$ cat config.mk
export PLATFORM = sky130hd
export DESIGN_NAME = slot_timer_flat
export DESIGN_NICKNAME = d
export VERILOG_FILES = /design/src/rtl/slot_timer_if.sv /design/src/rtl/slot_timer.sv /design/src/flat_wrapper.sv
export SDC_FILE = /design/constraint.sdc
export NUM_CORES = 1
export LEC_CHECK = 0
export ABC_AREA = 1
export ABC_CLOCK_PERIOD_IN_PS = 7800
export CAP_MARGIN = 25
export CORE_ASPECT_RATIO = 0.5
export CORE_MARGIN = 4
export CORE_UTILIZATION = 34
export CTS_CLUSTER_DIAMETER = 80
export DETAILED_ROUTE_END_ITERATION = 10
export GPL_TIMING_DRIVEN = 1
export PLACE_DENSITY = 0.68
export SYNTH_ARGS = -nofsm -noshare
export SYNTH_HDL_FRONTEND = slang
export SYNTH_SLANG_ARGS = --single-unit
$ cat constraint.sdc
create_clock -name i_clk -period 7.8 [get_ports i_clk]
set_input_delay 1.17 -clock i_clk [delete_from_list [all_inputs] [get_ports i_clk]]
set_output_delay 1.17 -clock i_clk [all_outputs]
set_load 0.02 [all_outputs]
$ cat src/rtl/slot_timer_if.sv
// Bundle between the time-sync block (master) and the slot scheduler (slave).
// It carries the sync inputs and the slot schedule outputs.
interface slot_timer_if #(
    parameter int P_SLOT_W = 2
);
    logic                i_enable;
    logic                i_slot_start;
    logic                i_cur_slot_id;
    logic [63:0]         i_local_time;
    logic                o_running;
    logic                o_slot_pulse;
    logic [P_SLOT_W-1:0] o_slot_id;
    logic [15:0]         o_slot_cnt;
    logic                o_guard;
    logic                o_tx_allow;
    logic [63:0]         o_slot_time;
    logic [31:0]         o_round_cnt;
    logic                o_resync_err;
    logic [15:0]         o_err_cnt;

    modport master (
        output i_enable, i_slot_start, i_cur_slot_id, i_local_time,
        input  o_running, o_slot_pulse, o_slot_id, o_slot_cnt, o_guard,
               o_tx_allow, o_slot_time, o_round_cnt, o_resync_err, o_err_cnt
    );

    modport slave (
        input  i_enable, i_slot_start, i_cur_slot_id, i_local_time,
        output o_running, o_slot_pulse, o_slot_id, o_slot_cnt, o_guard,
               o_tx_allow, o_slot_time, o_round_cnt, o_resync_err, o_err_cnt
    );
endinterface

$ cat src/rtl/slot_timer.sv
// Free-running TDMA slot schedule, started and re-aligned by sync pulses.
// Outputs are all registered; a re-sync far from a slot boundary is flagged.
module slot_timer #(
    parameter int P_SLOT_LEN  = 1000,
    parameter int P_GUARD_LEN = 16,
    parameter int P_SLOT_NUM  = 4,
    parameter int P_SLOT_W    = 2,
    parameter int P_TOL       = 4
) (
    input logic         i_clk,
    input logic         i_rst,
    slot_timer_if.slave bus
);
    typedef enum logic {IDLE, RUN} state_e;

    localparam logic [15:0]         LEN16   = 16'(P_SLOT_LEN);
    localparam logic [15:0]         GUARD16 = 16'(P_GUARD_LEN);
    localparam logic [15:0]         TOL16   = 16'(P_TOL);
    localparam logic [P_SLOT_W-1:0] LAST_ID = P_SLOT_W'(P_SLOT_NUM - 1);

    state_e              state_q, state_d;
    logic [15:0]         cnt_q, cnt_d;
    logic [P_SLOT_W-1:0] id_q, id_d;
    logic                pulse_q, pulse_d;
    logic                guard_q, guard_d;
    logic                tx_q, tx_d;
    logic [63:0]         slot_time_q, slot_time_d;
    logic [31:0]         round_q, round_d;
    logic                resync_err_q, resync_err_d;
    logic [15:0]         err_cnt_q, err_cnt_d;
    logic [15:0]         phase_err;

    // NOTE: every signal gets its default before any branch so no path leaves it unassigned (no latch).
    always_comb begin
        state_d      = state_q;
        cnt_d        = cnt_q;
        id_d         = id_q;
        pulse_d      = 1'b0;
        slot_time_d  = slot_time_q;
        round_d      = round_q;
        resync_err_d = 1'b0;
        err_cnt_d    = err_cnt_q;
        phase_err    = (cnt_q <= LEN16 - cnt_q) ? cnt_q : LEN16 - cnt_q;

        if (!bus.i_enable) begin
            state_d = IDLE;
            cnt_d   = '0;
            id_d    = '0;
        end else if (bus.i_slot_start) begin
            if (state_q == RUN && phase_err > TOL16) begin
                resync_err_d = 1'b1;
                if (err_cnt_q != 16'hFFFF) err_cnt_d = err_cnt_q + 16'd1;
            end
            // A sync always realigns, even when it lands on a natural boundary.
            state_d     = RUN;
            cnt_d       = '0;
            id_d        = P_SLOT_W'(bus.i_cur_slot_id);
            pulse_d     = 1'b1;
            slot_time_d = bus.i_local_time;
        end else if (state_q == RUN) begin
            if (cnt_q == LEN16 - 16'd1) begin
                cnt_d       = '0;
                pulse_d     = 1'b1;
                slot_time_d = bus.i_local_time;
                if (id_q == LAST_ID) begin
                    id_d    = '0;
                    round_d = round_q + 32'd1;
                end else begin
                    id_d = id_q + 1'b1;
                end
            end else begin
                cnt_d = cnt_q + 16'd1;
            end
        end

        guard_d = (state_d == RUN) && (cnt_d < GUARD16);
        tx_d    = (state_d == RUN) && !guard_d;
    end

    // NOTE: sequential state uses non-blocking assignments only, so all flops update together.
    always_ff @(posedge i_clk) begin
        if (i_rst) begin
            state_q      <= IDLE;
            cnt_q        <= '0;
            id_q         <= '0;
            pulse_q      <= 1'b0;
            guard_q      <= 1'b0;
            tx_q         <= 1'b0;
            slot_time_q  <= '0;
            round_q      <= '0;
            resync_err_q <= 1'b0;
            err_cnt_q    <= '0;
        end else begin
            state_q      <= state_d;
            cnt_q        <= cnt_d;
            id_q         <= id_d;
            pulse_q      <= pulse_d;
            guard_q      <= guard_d;
            tx_q         <= tx_d;
            slot_time_q  <= slot_time_d;
            round_q      <= round_d;
            resync_err_q <= resync_err_d;
            err_cnt_q    <= err_cnt_d;
        end
    end

    assign bus.o_running    = (state_q == RUN);
    assign bus.o_slot_pulse = pulse_q;
    assign bus.o_slot_id    = id_q;
    assign bus.o_slot_cnt   = cnt_q;
    assign bus.o_guard      = guard_q;
    assign bus.o_tx_allow   = tx_q;
    assign bus.o_slot_time  = slot_time_q;
    assign bus.o_round_cnt  = round_q;
    assign bus.o_resync_err = resync_err_q;
    assign bus.o_err_cnt    = err_cnt_q;
endmodule

$ cat src/flat_wrapper.sv
// flat-port wrapper written by rule: the top's interface ports become plain ports
module slot_timer_flat 
#(
    parameter int P_SLOT_LEN  = 1000,
    parameter int P_GUARD_LEN = 16,
    parameter int P_SLOT_NUM  = 4,
    parameter int P_SLOT_W    = 2,
    parameter int P_TOL       = 4
)
  (i_clk, i_rst, bus_i_enable, bus_i_slot_start, bus_i_cur_slot_id, bus_i_local_time, bus_o_running, bus_o_slot_pulse, bus_o_slot_id, bus_o_slot_cnt, bus_o_guard, bus_o_tx_allow, bus_o_slot_time, bus_o_round_cnt, bus_o_resync_err, bus_o_err_cnt);
  slot_timer_if #(.P_SLOT_W(P_SLOT_W)) bus_i ();
  input logic i_clk;
  input logic i_rst;
  input wire logic [$bits(bus_i.i_enable)-1:0] bus_i_enable;
  input wire logic [$bits(bus_i.i_slot_start)-1:0] bus_i_slot_start;
  input wire logic [$bits(bus_i.i_cur_slot_id)-1:0] bus_i_cur_slot_id;
  input wire logic [$bits(bus_i.i_local_time)-1:0] bus_i_local_time;
  output wire logic [$bits(bus_i.o_running)-1:0] bus_o_running;
  output wire logic [$bits(bus_i.o_slot_pulse)-1:0] bus_o_slot_pulse;
  output wire logic [$bits(bus_i.o_slot_id)-1:0] bus_o_slot_id;
  output wire logic [$bits(bus_i.o_slot_cnt)-1:0] bus_o_slot_cnt;
  output wire logic [$bits(bus_i.o_guard)-1:0] bus_o_guard;
  output wire logic [$bits(bus_i.o_tx_allow)-1:0] bus_o_tx_allow;
  output wire logic [$bits(bus_i.o_slot_time)-1:0] bus_o_slot_time;
  output wire logic [$bits(bus_i.o_round_cnt)-1:0] bus_o_round_cnt;
  output wire logic [$bits(bus_i.o_resync_err)-1:0] bus_o_resync_err;
  output wire logic [$bits(bus_i.o_err_cnt)-1:0] bus_o_err_cnt;
  assign bus_i.i_enable = bus_i_enable;
  assign bus_i.i_slot_start = bus_i_slot_start;
  assign bus_i.i_cur_slot_id = bus_i_cur_slot_id;
  assign bus_i.i_local_time = bus_i_local_time;
  assign bus_o_running = bus_i.o_running;
  assign bus_o_slot_pulse = bus_i.o_slot_pulse;
  assign bus_o_slot_id = bus_i.o_slot_id;
  assign bus_o_slot_cnt = bus_i.o_slot_cnt;
  assign bus_o_guard = bus_i.o_guard;
  assign bus_o_tx_allow = bus_i.o_tx_allow;
  assign bus_o_slot_time = bus_i.o_slot_time;
  assign bus_o_round_cnt = bus_i.o_round_cnt;
  assign bus_o_resync_err = bus_i.o_resync_err;
  assign bus_o_err_cnt = bus_i.o_err_cnt;
  slot_timer #(.P_SLOT_LEN(P_SLOT_LEN), .P_GUARD_LEN(P_GUARD_LEN), .P_SLOT_NUM(P_SLOT_NUM), .P_SLOT_W(P_SLOT_W), .P_TOL(P_TOL)) u_core (.i_clk(i_clk), .i_rst(i_rst), .bus(bus_i));
endmodule
# == After elaboration in Yosys (flattened, before gate mapping) ==
# Index checks and enable logic that the tools add are counted.
# W data, S select, Z words.
# classes
n_eq_ne,3
n_bitwise,2
n_lt_le_gt_ge,3
muxes,18
n_addsub,5
n_reduce_logical,14
# op_table
cell,n
$mux W64,3
$mux W16,5
$add A16 B1 Y16 const B,2
$add A32 B1 Y32 const B,1
$eq A16 B10 Y1 const B,1
$gt A16 B3 Y1 const B,1
$le A16 B16 Y1,1
$lt A16 B5 Y1 const B,1
$ne A16 B16 Y1 const B,1
$sub A10 B16 Y16 const A,1
$mux W1,9
$reduce_or A3 Y1,2
$reduce_and A5 Y1,1
$reduce_and A2 Y1,2
$reduce_and A4 Y1,1
$reduce_bool A2 Y1,2
$logic_and A1 B1 Y1,3
$reduce_and A3 Y1,1
$add A2 B1 Y2 const B,1
$eq A2 B2 Y1 const B,1
$mux W2,1
$not A1 Y1,2
$reduce_or A2 Y1,1
$logic_not A1 Y1,1
# totals
ff_bits,135
inputBits,69
elab_cells,56
out_inout_bits,135

# == Longest topological paths before layout ==
# Gate-level depths: netlist of run 1.
# logic_depth
ltp_word,9
mapped_depth,21
depth_no_buf,21

# == Least setup slack after synthesis of run 1 ==
# OpenSTA, ideal clock, no wires.
# synth_path
path_kind,reg-to-reg
startpoint,register u_core.cnt_q[0] (netlist: u_core.bus.o_slot_cnt[0])
endpoint,register u_core.err_cnt_q[6] (netlist: u_core.bus.o_err_cnt[6])
setup_time_ns,0.132
slack_ns,4.868
arrival_ns,2.800
path_stages_with_launch,21
path_cell_list,dfxtp_1 > inv_1 > ha_1 > a21oi_1 > or2_2 > nand2_1 > nor2_1 > inv_1 > nand2_1 > ha_1 > xnor2_1 > nand3_2 > nor2_2 > nand3_1 > nand3_1 > nand2_2 > nand2_4 > nand3_4 > buf_6 > nand2_1 > a21oi_1
# synth_via
elab_chain_cells,6
# synth_rtl
item,line,rtl
start: declaration,slot_timer.sv:22,"logic [15:0] cnt_q, cnt_d;"
start signal: assignment,slot_timer.sv:95,cnt_q <= cnt_d;
$sub A10 B16 Y16,slot_timer.sv:43,phase_err = (cnt_q <= LEN16 - cnt_q) ? cnt_q : LEN16 - cnt_q;
$le A16 B16 Y1,slot_timer.sv:43,
$mux W16 *,slot_timer.sv:43,
$gt A16 B3 Y1 *,slot_timer.sv:50,if (state_q == RUN && phase_err > TOL16) begin
$logic_and A1 B1 Y1 *,slot_timer.sv:50,
$reduce_and A4 Y1 (no source line) *,n/a,
end signal: assignment,slot_timer.sv:103,err_cnt_q <= err_cnt_d;
end: declaration,slot_timer.sv:30,"logic [15:0] err_cnt_q, err_cnt_d;"
# Mark *: on every way between the ends. The rest lies on a longest branch, timed or not.
# A chain may end at the register's enable or synchronous reset.

# == Worst setup path in the final report of run 1 ==
# layout_path
startpoint,register u_core.cnt_q[0] (netlist: u_core.bus.o_slot_cnt[0])
endpoint,register u_core.err_cnt_q[5] (netlist: u_core.bus.o_err_cnt[5])
# Same word-level chain as after synthesis.

==> results.txt, run 1 <==
The flow ran to the end, and the final reports show no timing, DRC or antenna violations. The path depth of the worst reg2reg path came out at 20. The detailed-router iteration count before antenna repair came out at 5. In this run the critical register-to-register path is captured at u_core.bus.o_err_cnt[5]. For the worst setup path, the data required time is 8.05 ns. The power per cell area came out at 179 nW/µm².

The number of maximum-capacitance violations is 0. IR analysis of the VDD net gives a maximum drop of between 0.0001 and 0.00015 V. The worst path needs 3.36 ns of the cycle, external delays included.

CTS built an H-tree with a depth of 4. For this run, design rule violations remaining after detail routing come to 0. On the critical path, the stage with the largest delay is an instance of a21oi_4. The count of state elements after synthesis is 135. The number of buffers added on ports came out at 203. The instance area after placement is slightly above 9000 µm². The actual slew at the worst max-slew pin is 1.04 ns. Along the worst path, the maximum fanout reaches 17.

The total via count in the routed design is around 7,100. The number of buffers on the longest clock path is 2. The number of top-level design ports is 204. The remaining antenna violation count is 0.

The mean post-synth cell area is 6.99 µm². The most critical setup path has its endpoint at u_core.bus.o_err_cnt[5]. The switching power total is 0.404 mW. The worst setup path is launched from a flop. The horizontal die dimension came out at 210 µm. Counting stages on the worst path, the most repeated cell is nand2_1. The clock share of power came out at 49.0%. Walking the worst path, the cells encountered are inv_1, ha_1, a21oi_1, or2_2, nand2_1, nor2_1, inv_1, nand2_1, ha_1, nor2_1, nand2_1, nor2_1, nand2_1, a21oi_1, nand3_1, nor2_2, a21oi_4, nand3_4, nand2_1, a21oi_1. The post-route netlist has under 10% of its cells at a drive strength greater than 1. The nature of the critical path endpoint is a flop. Setup repair after global routing left no endpoint under its margin.

TritonCTS built the clock tree. The first global-routing pass estimated 33,300 µm of wire. The global router's overall resource usage is 17.8%. The worst flop-to-flop path startpoint is u_core.bus.o_slot_cnt[0].

The hold buffer count at cts is 0. In this run the most critical hold path is launched from u_core.bus.o_err_cnt[15]. The number of sinks driven by the clock tree is about 140.

The die covers 22,800 µm². During synthesis, Yosys emitted a total of 0 warnings. The post-route clock period utilization is 43.1%.

The vertical die dimension is 109 µm. The internal power of the cells totals 1.35 mW. The commonest register cell after synthesis is dfxtp_1.

Routability-driven placement finished with a final weighted congestion of 0.922. The setup violation total in the final timing report is 0. The synthesized instance count came out at 989. The number of DRC markers in iteration 0 is ~400. The number of buffers added by the clock tree synthesis step is 17. The wire length after detailed routing is 20,800 µm.

From synthesis to final layout, the design area changed by 41.5%. The worst pin sits at a relative slew slack of 30.7%. Of all cell types, the one taking the most synthesized area is dfxtp_1. The flop-to-flop setup slack came out at ~4.4 ns. In the final design database the tool counted 1,262 nets.

The count of final max-slew check failures came to 0. The accumulated negative setup slack came out at 0 ns. The root buffer cell chosen for the clock tree is clkbuf_16.

The insertion delay to the later sink of the worst-skew pair is approximately 0.42 ns. The static leakage power came out at ~3.8 nW. Summed over all layers, the global routing overflow is 0. After detailed routing, the average wire length per cell comes to 14.3 µm. The start-to-end type of the worst setup path is reg2reg. The register clock-pin slew on the reported worst setup and hold paths is roughly 0.06 ns. The post-CTS setup-driven buffer insertion count came out at 0. The combinational cell fraction of total power came out at 9.6%. The via density per instance came out at 4.86. The final number of hold-violating endpoints is 0. The portion of total power attributed to sequential cells came out at 41.4%. The final HPWL from detailed placement is 15,300 µm. The initial antenna violation count is 0. The worst stage delay on the critical path came out at 0.45 ns. The via count of the first global-routing pass came out at 6,762. The number of rows created at floorplan came out at 36. In the post-synthesis netlist, the biggest area contributors are dfxtp_1 39%, nor2_1 12%, nand2_1 10%.

The number of nets produced by synthesis came out at 1,072. The final instance area is 9780 µm². The switching share of power came out at about 23%.

0 antenna diodes ended up in the layout. The fraction of synthesis flops using an asynchronous set or reset pin is 0%. Yosys mapped a number of flops with a built-in enable equal to 0. The clock skew after layout is 0.0114 ns. The post-cts gate resize count is 0. The number of unique standard cell types used by synthesis came out at 42. The critical path data arrival time is 3.62 ns.

In this run the biggest area consumer among cell types represents 39.1% of the synthesized area. The starting density of the core came out at between 30% and 40%. The area of the placeable core came out at 19,700 µm². The achievable frequency came out at 297 MHz. Entering global routing, the biggest net connects 70 pins. After synthesis the cells add up to 6910 µm². Fill cells in the final layout number between 1,500 and 2,000.

The class of the worst hold path is reg2reg. The timing startpoint of the critical path is u_core.bus.o_slot_cnt[0]. The sequential fraction of the synthesis area is 39.1%.
through the flow:
stage	worst slack, ns	total power, mW	cells	utilization [%]	hold WS [ns]
finish	4.44	1.75	1458	49.6	0.494
global route	4.18	1.81	1458	49.6	0.516
CTS	4.46	1.77	1458	49.6	0.500
detailed placement	4.44	0.907	1426	46.4	0.491
global placement	4.30	0.904	1425	46.3	0.482
floorplan	4.87	0.813	989	-	0.551
sequential cells by signal, summed over array words and instances (netlist names):
name / flops
u_core.bus.o_tx_allow: 1
u_core.bus.o_slot_pulse: 1
u_core.bus.o_round_cnt: 32
u_core.bus.o_running: 1
u_core.bus.o_resync_err: 1
u_core.bus.o_guard: 1
u_core.bus.o_err_cnt: 16
u_core.bus.o_slot_time: 64
u_core.bus.o_slot_id: 2
u_core.bus.o_slot_cnt: 16
critical path: cells and delay by family, from the launching register on:
| family | cells | cell delay [ns] |
|---|---|---|
| compound gates | 4 | 0.65 |
| fa+ha+maj | 2 | 0.51 |
| buf+inv | 2 | 0.29 |
| flops | 1 | 0.35 |
| simple gates | 12 | 1.38 |
cell usage in the layout (no fill, tap or decap), types with 9 or more instances in the layout:
master and instances:
o21ai_0 74, xor2_1 35, dfxtp_1 135, clkbuf_16 17
inv_1 68, ha_1 14, nand2_1 187, nand3_1 29
nor2_1 218, nor4_1 12, nand4_1 29, clkdlybuf4s50_1 202
a21oi_1 45, nor3_1 36, xnor2_1 9
metal layers:
| layer | GRT usage [%] | routed length, µm |
|---|---|---|
| met5 | 0 | 0 |
| met4 | 4.84 | 379 |
| met3 | 6.18 | 1500 |
| met1 | 21.8 | 9100 |
| met2 | 30.0 | 9830 |
kinds of logic (layout without fill, tap and decap cells):
group	Yosys count	in the layout	synth area share (%)
buf+inv	108	311	6.44
simple gates	551	551	35.9
xor+xnor	44	44	5.58
compound gates	137	137	10.5
flops	135	135	39.1
fa+ha+maj	14	14	2.53
worst min-delay path by stage:
stage	slack, ns	cells past startpoint	end
after floorplan	0.55	2	u_core.bus.o_err_cnt[15]
after global placement	0.48	2	u_core.bus.o_slot_time[60]
after detailed placement	0.49	2	u_core.bus.o_err_cnt[15]
after CTS	0.50	2	u_core.bus.o_err_cnt[15]
after global routing	0.52	2	u_core.bus.o_err_cnt[10]
final	0.49	2	u_core.bus.o_err_cnt[15]
power groups by stage:
stage,Combinational (mW),Sequential (mW),Clock (mW)
after detailed placement,0.168,0.739,0
after CTS,0.169,0.724,0.878
final,0.167,0.724,0.858
after floorplan,0.0471,0.766,0
after global placement,0.166,0.738,0
after global routing,0.181,0.727,0.907
cell usage after synthesis, drive strengths merged, types with 5 or more instances:
cell / instances
nor2: 228
nand2: 196
dfxtp: 135
o21ai: 81
inv: 72
a21oi: 46
nor3: 38
xor2: 35
nand3: 34
nand4: 30
clkbuf: 24
ha: 14
nor4: 14
buf: 12
xnor2: 9
nand3b: 5
cell type report:
cell class | count | area [µm²] | share of cell area [%]
Clock inverter | 12 | 173 | 1.77
Inverter | 72 | 270 | 2.76
Multi-Input combinational cell | 746 | 3770 | 38.6
Clock buffer | 20 | 457 | 4.67
Tap cell | 266 | 333 | 3.40
Sequential cell | 135 | 2700 | 27.6
Timing Repair Buffer | 207 | 2070 | 21.2
Power figures use the tool's default switching activity.
==> run 2: changes to the inputs <==
Settings changed: ABC_CLOCK_PERIOD_IN_PS 7800 to 3400.
Clock period 7.8 ns to 3.4 ns, I/O delays scaled along.
==> run 2 against run 1 <==
Compared with the run above:
- worst hold slack lost 0.042 ns
- routed wire length is 2.1% higher
- critical path depth stayed put
- clock skew down 0.00069 ns
- via count up 1.0%
- clock-buffer cell count grew 2
- combinational power grew 130%
- total power is 140% higher
- register-to-register slack got worse by 4.1 ns
- non-clock buffer count grew 6
- maximum frequency rose by 10%
- global-route usage increased by 0.83 points
==> results.txt, run 2 (same netlist as run 1, synthesis figures left out) <==
The remaining routing DRC violations came out at 0 (unchanged). Highest-count cells in the layout ignoring fill and taps: 218 x nor2_1, 202 x clkdlybuf4s50_1, 187 x nand2_1 (unchanged). The pin count of the biggest net entering global routing was 72 (was 70). The routability congestion estimate came out at 0.926 (was 0.922). The number of instances in the placed design is 1,432 (was 1,426). The number of filler cells placed in the layout is 1,921 (was 1,948). The cell type of the slowest stage on the worst timing path is a21oi_4 (unchanged). The number of buffers on the longest clock path came to 2 (unchanged). The cell at the root of the clock tree is clkbuf_16 (unchanged). The number of antenna cells inserted came to 0 (unchanged). The most repeated library cell on the critical path is nand2_1 (unchanged).

The start-to-end type of the worst setup path is reg2reg (unchanged). The final cell count without fillers was 1,465 (was 1,458). The number of maximum-capacitance violations came to 0 (unchanged). The hold buffer count at cts came out at 0 (unchanged).

The remaining max-slew budget at the tightest pin came out at 48.7% (was 30.7%). The number of buffers added on ports came out at 203 (unchanged). The overflow left after global routing was 0 (unchanged). The most frequent standard cell in the layout excluding fill and tap cells is nor2_1 (unchanged). The routed length per placed instance came out at 14.5 µm (was 14.3 µm).

The utilization after layout came out at 50.1% (was 49.6%). The layout-stage area growth over the synthesis result came out at 43.1% (was 41.5%). The power per cell area is 418 nW/µm² (was 179 nW/µm²). The actual slew at the worst max-slew pin is 0.769 ns (was 1.04 ns). The count of final max-slew check failures was 0 (unchanged).

The worst hold slack came out at 0.453 ns (was 0.494 ns). The via density per instance is 4.88 (was 4.86). The number of rows created at floorplan is 36 (unchanged). Unrepaired setup endpoints after global routing: false (unchanged).

The total via count in the routed design came out at 7,153 (was 7,082). The worst stage delay on the critical path was 0.44 ns (was 0.45 ns). The number of DRC markers in iteration 0 came out at 361 (was 399). The endpoint required time on the critical path came out at 3.68 ns (was 8.05 ns). The die area came out at 22,800 µm² (unchanged). The post-CTS setup-driven buffer insertion count came out at 0 (unchanged). The class of the worst hold path is in2reg (was reg2reg).

The initial antenna violation count came out at 0 (unchanged). The critical path data arrival time was 3.34 ns (was 3.62 ns). The register clock-pin slew on the reported worst setup and hold paths came out at 0.06 ns (about the same). The detailed-router iteration count before antenna repair came to 5 (unchanged). The minimum period implied by the final worst setup slack was 3.06 ns (was 3.36 ns). The wire length after detailed routing came out at 21,300 µm (was 20,800 µm). The via count of the first global-routing pass is 7,099 (was 6,762).

The sort of element at the start of the critical path was a flop (unchanged). The total number of nets in the final design is 1,269 (was 1,262). The final HPWL from detailed placement was 15,800 µm (was 15,300 µm). The post-cts gate resize count is 0 (unchanged). The number of top-level design ports came to 204 (unchanged). The maximum ir drop on the vdd rail came out at 0.000353 V (was 0.000135 V).

The horizontal die dimension came to 210 µm (unchanged). The number of buffers added by the clock tree synthesis step is 17 (unchanged). The final number of hold-violating endpoints came out at 0 (unchanged). The vertical die dimension is 109 µm (unchanged).

The post-route clock period utilization is 90.0% (was 43.1%). The clock skew after layout came out at 0.0107 ns (was 0.0114 ns). The area of the placeable core is 19,700 µm² (unchanged). The global router's overall resource usage came to 18.6% (was 17.8%). Outcome: completed (unchanged). Sequence of cells on the critical path: inv_1, ha_1, a21oi_1, or2_2, nand2_1, nor2_1, inv_1, nand2_1, ha_1, nor2_1, nand2_1, nor2_1, nand2_1, a21oi_1, nand3_1, nor2_2, a21oi_4, nand3_4, nand2_1, a21oi_1 (unchanged). The TritonCTS clock tree was yes (unchanged).

The worst path buffer plus inverter count is 2 (unchanged). The achievable frequency came to 327 MHz (was 297 MHz). The starting density of the core was 35.0% (unchanged). The cell family with the largest share of critical-path delay is simple AND/OR/NAND/NOR gates (unchanged). The total power is 4.14 mW (was 1.75 mW). The accumulated negative setup slack is 0 ns (unchanged). The setup violation total in the final timing report is 0 (unchanged). The flip-flop count of the largest register, all copies and words added is 64 (unchanged). The largest fanout of any net on the critical path is 18 (was 17). The static leakage power came to 3.82 nW (was 3.77 nW). The H-tree depth reported by CTS came out at 4 (unchanged).

The wire length of the first global-routing pass came out at 34,900 µm (was 33,300 µm). The nature of the critical path endpoint was a flop (unchanged). The insertion delay to the later sink of the worst-skew pair came out at 0.42 ns (about the same).

The remaining antenna violation count is 0 (unchanged). The number of sinks driven by the clock tree came out at 135 (unchanged). The share of post-route cells with drive strength above 1 came out at 6.92% (was 6.04%).
## run 2: worst paths after layout
check	from	end	slack [ns]	depth (start not counted)
worst max register to register	u_core.bus.o_slot_cnt[1]	u_core.bus.o_err_cnt[7]	0.34	20
worst min-delay path	i_rst	u_core.bus.o_round_cnt[8]	0.45	2
worst min register to register	u_core.bus.o_slot_time[62]	u_core.bus.o_slot_time[62]	0.50	2
worst max-delay path	u_core.bus.o_slot_cnt[1]	u_core.bus.o_err_cnt[7]	0.34	20
## run 2: routing by layer
layer	track usage, %	share of wire [%]	vias to the layer above
met5	0	0	-
met4	5.35	1.8	0
met3	6.21	6.5	29
met2	32.3	48	183
met1	22.2	43	3314
li1	-	-	3627
## run 2: final cells by class
class / count / area [µm²] / share of cell area, %
inverter: 72 / 270 / 2.73
multi-input combinational: 747 / 3800 / 38.4
tap: 266 / 333 / 3.36
clock buffer: 22 / 494 / 5.00
timing repair buffer: 213 / 2100 / 21.2
sequential: 135 / 2710 / 27.3
clock inverter: 10 / 188 / 1.90
## run 2: per-stage QoR
| stage | worst slack (ns) | instance area, µm² |
|---|---|---|
| 2_1_floorplan | 0.468 | 6910 |
| 3_3_place_gp | 0.336 | 9180 |
| 3_5_place_dp | 0.201 | 9180 |
| 4_1_cts | 0.189 | 9860 |
| 5_1_grt | 0.0544 | 9890 |
| 6_report | 0.342 | 9890 |
## run 2: power breakdown
part / switching (mW) / internal (mW)
clock: 0.688 / 1.40
combinational: 0.197 / 0.186
sequential: 0.0260 / 1.64
total: 0.911 / 3.22
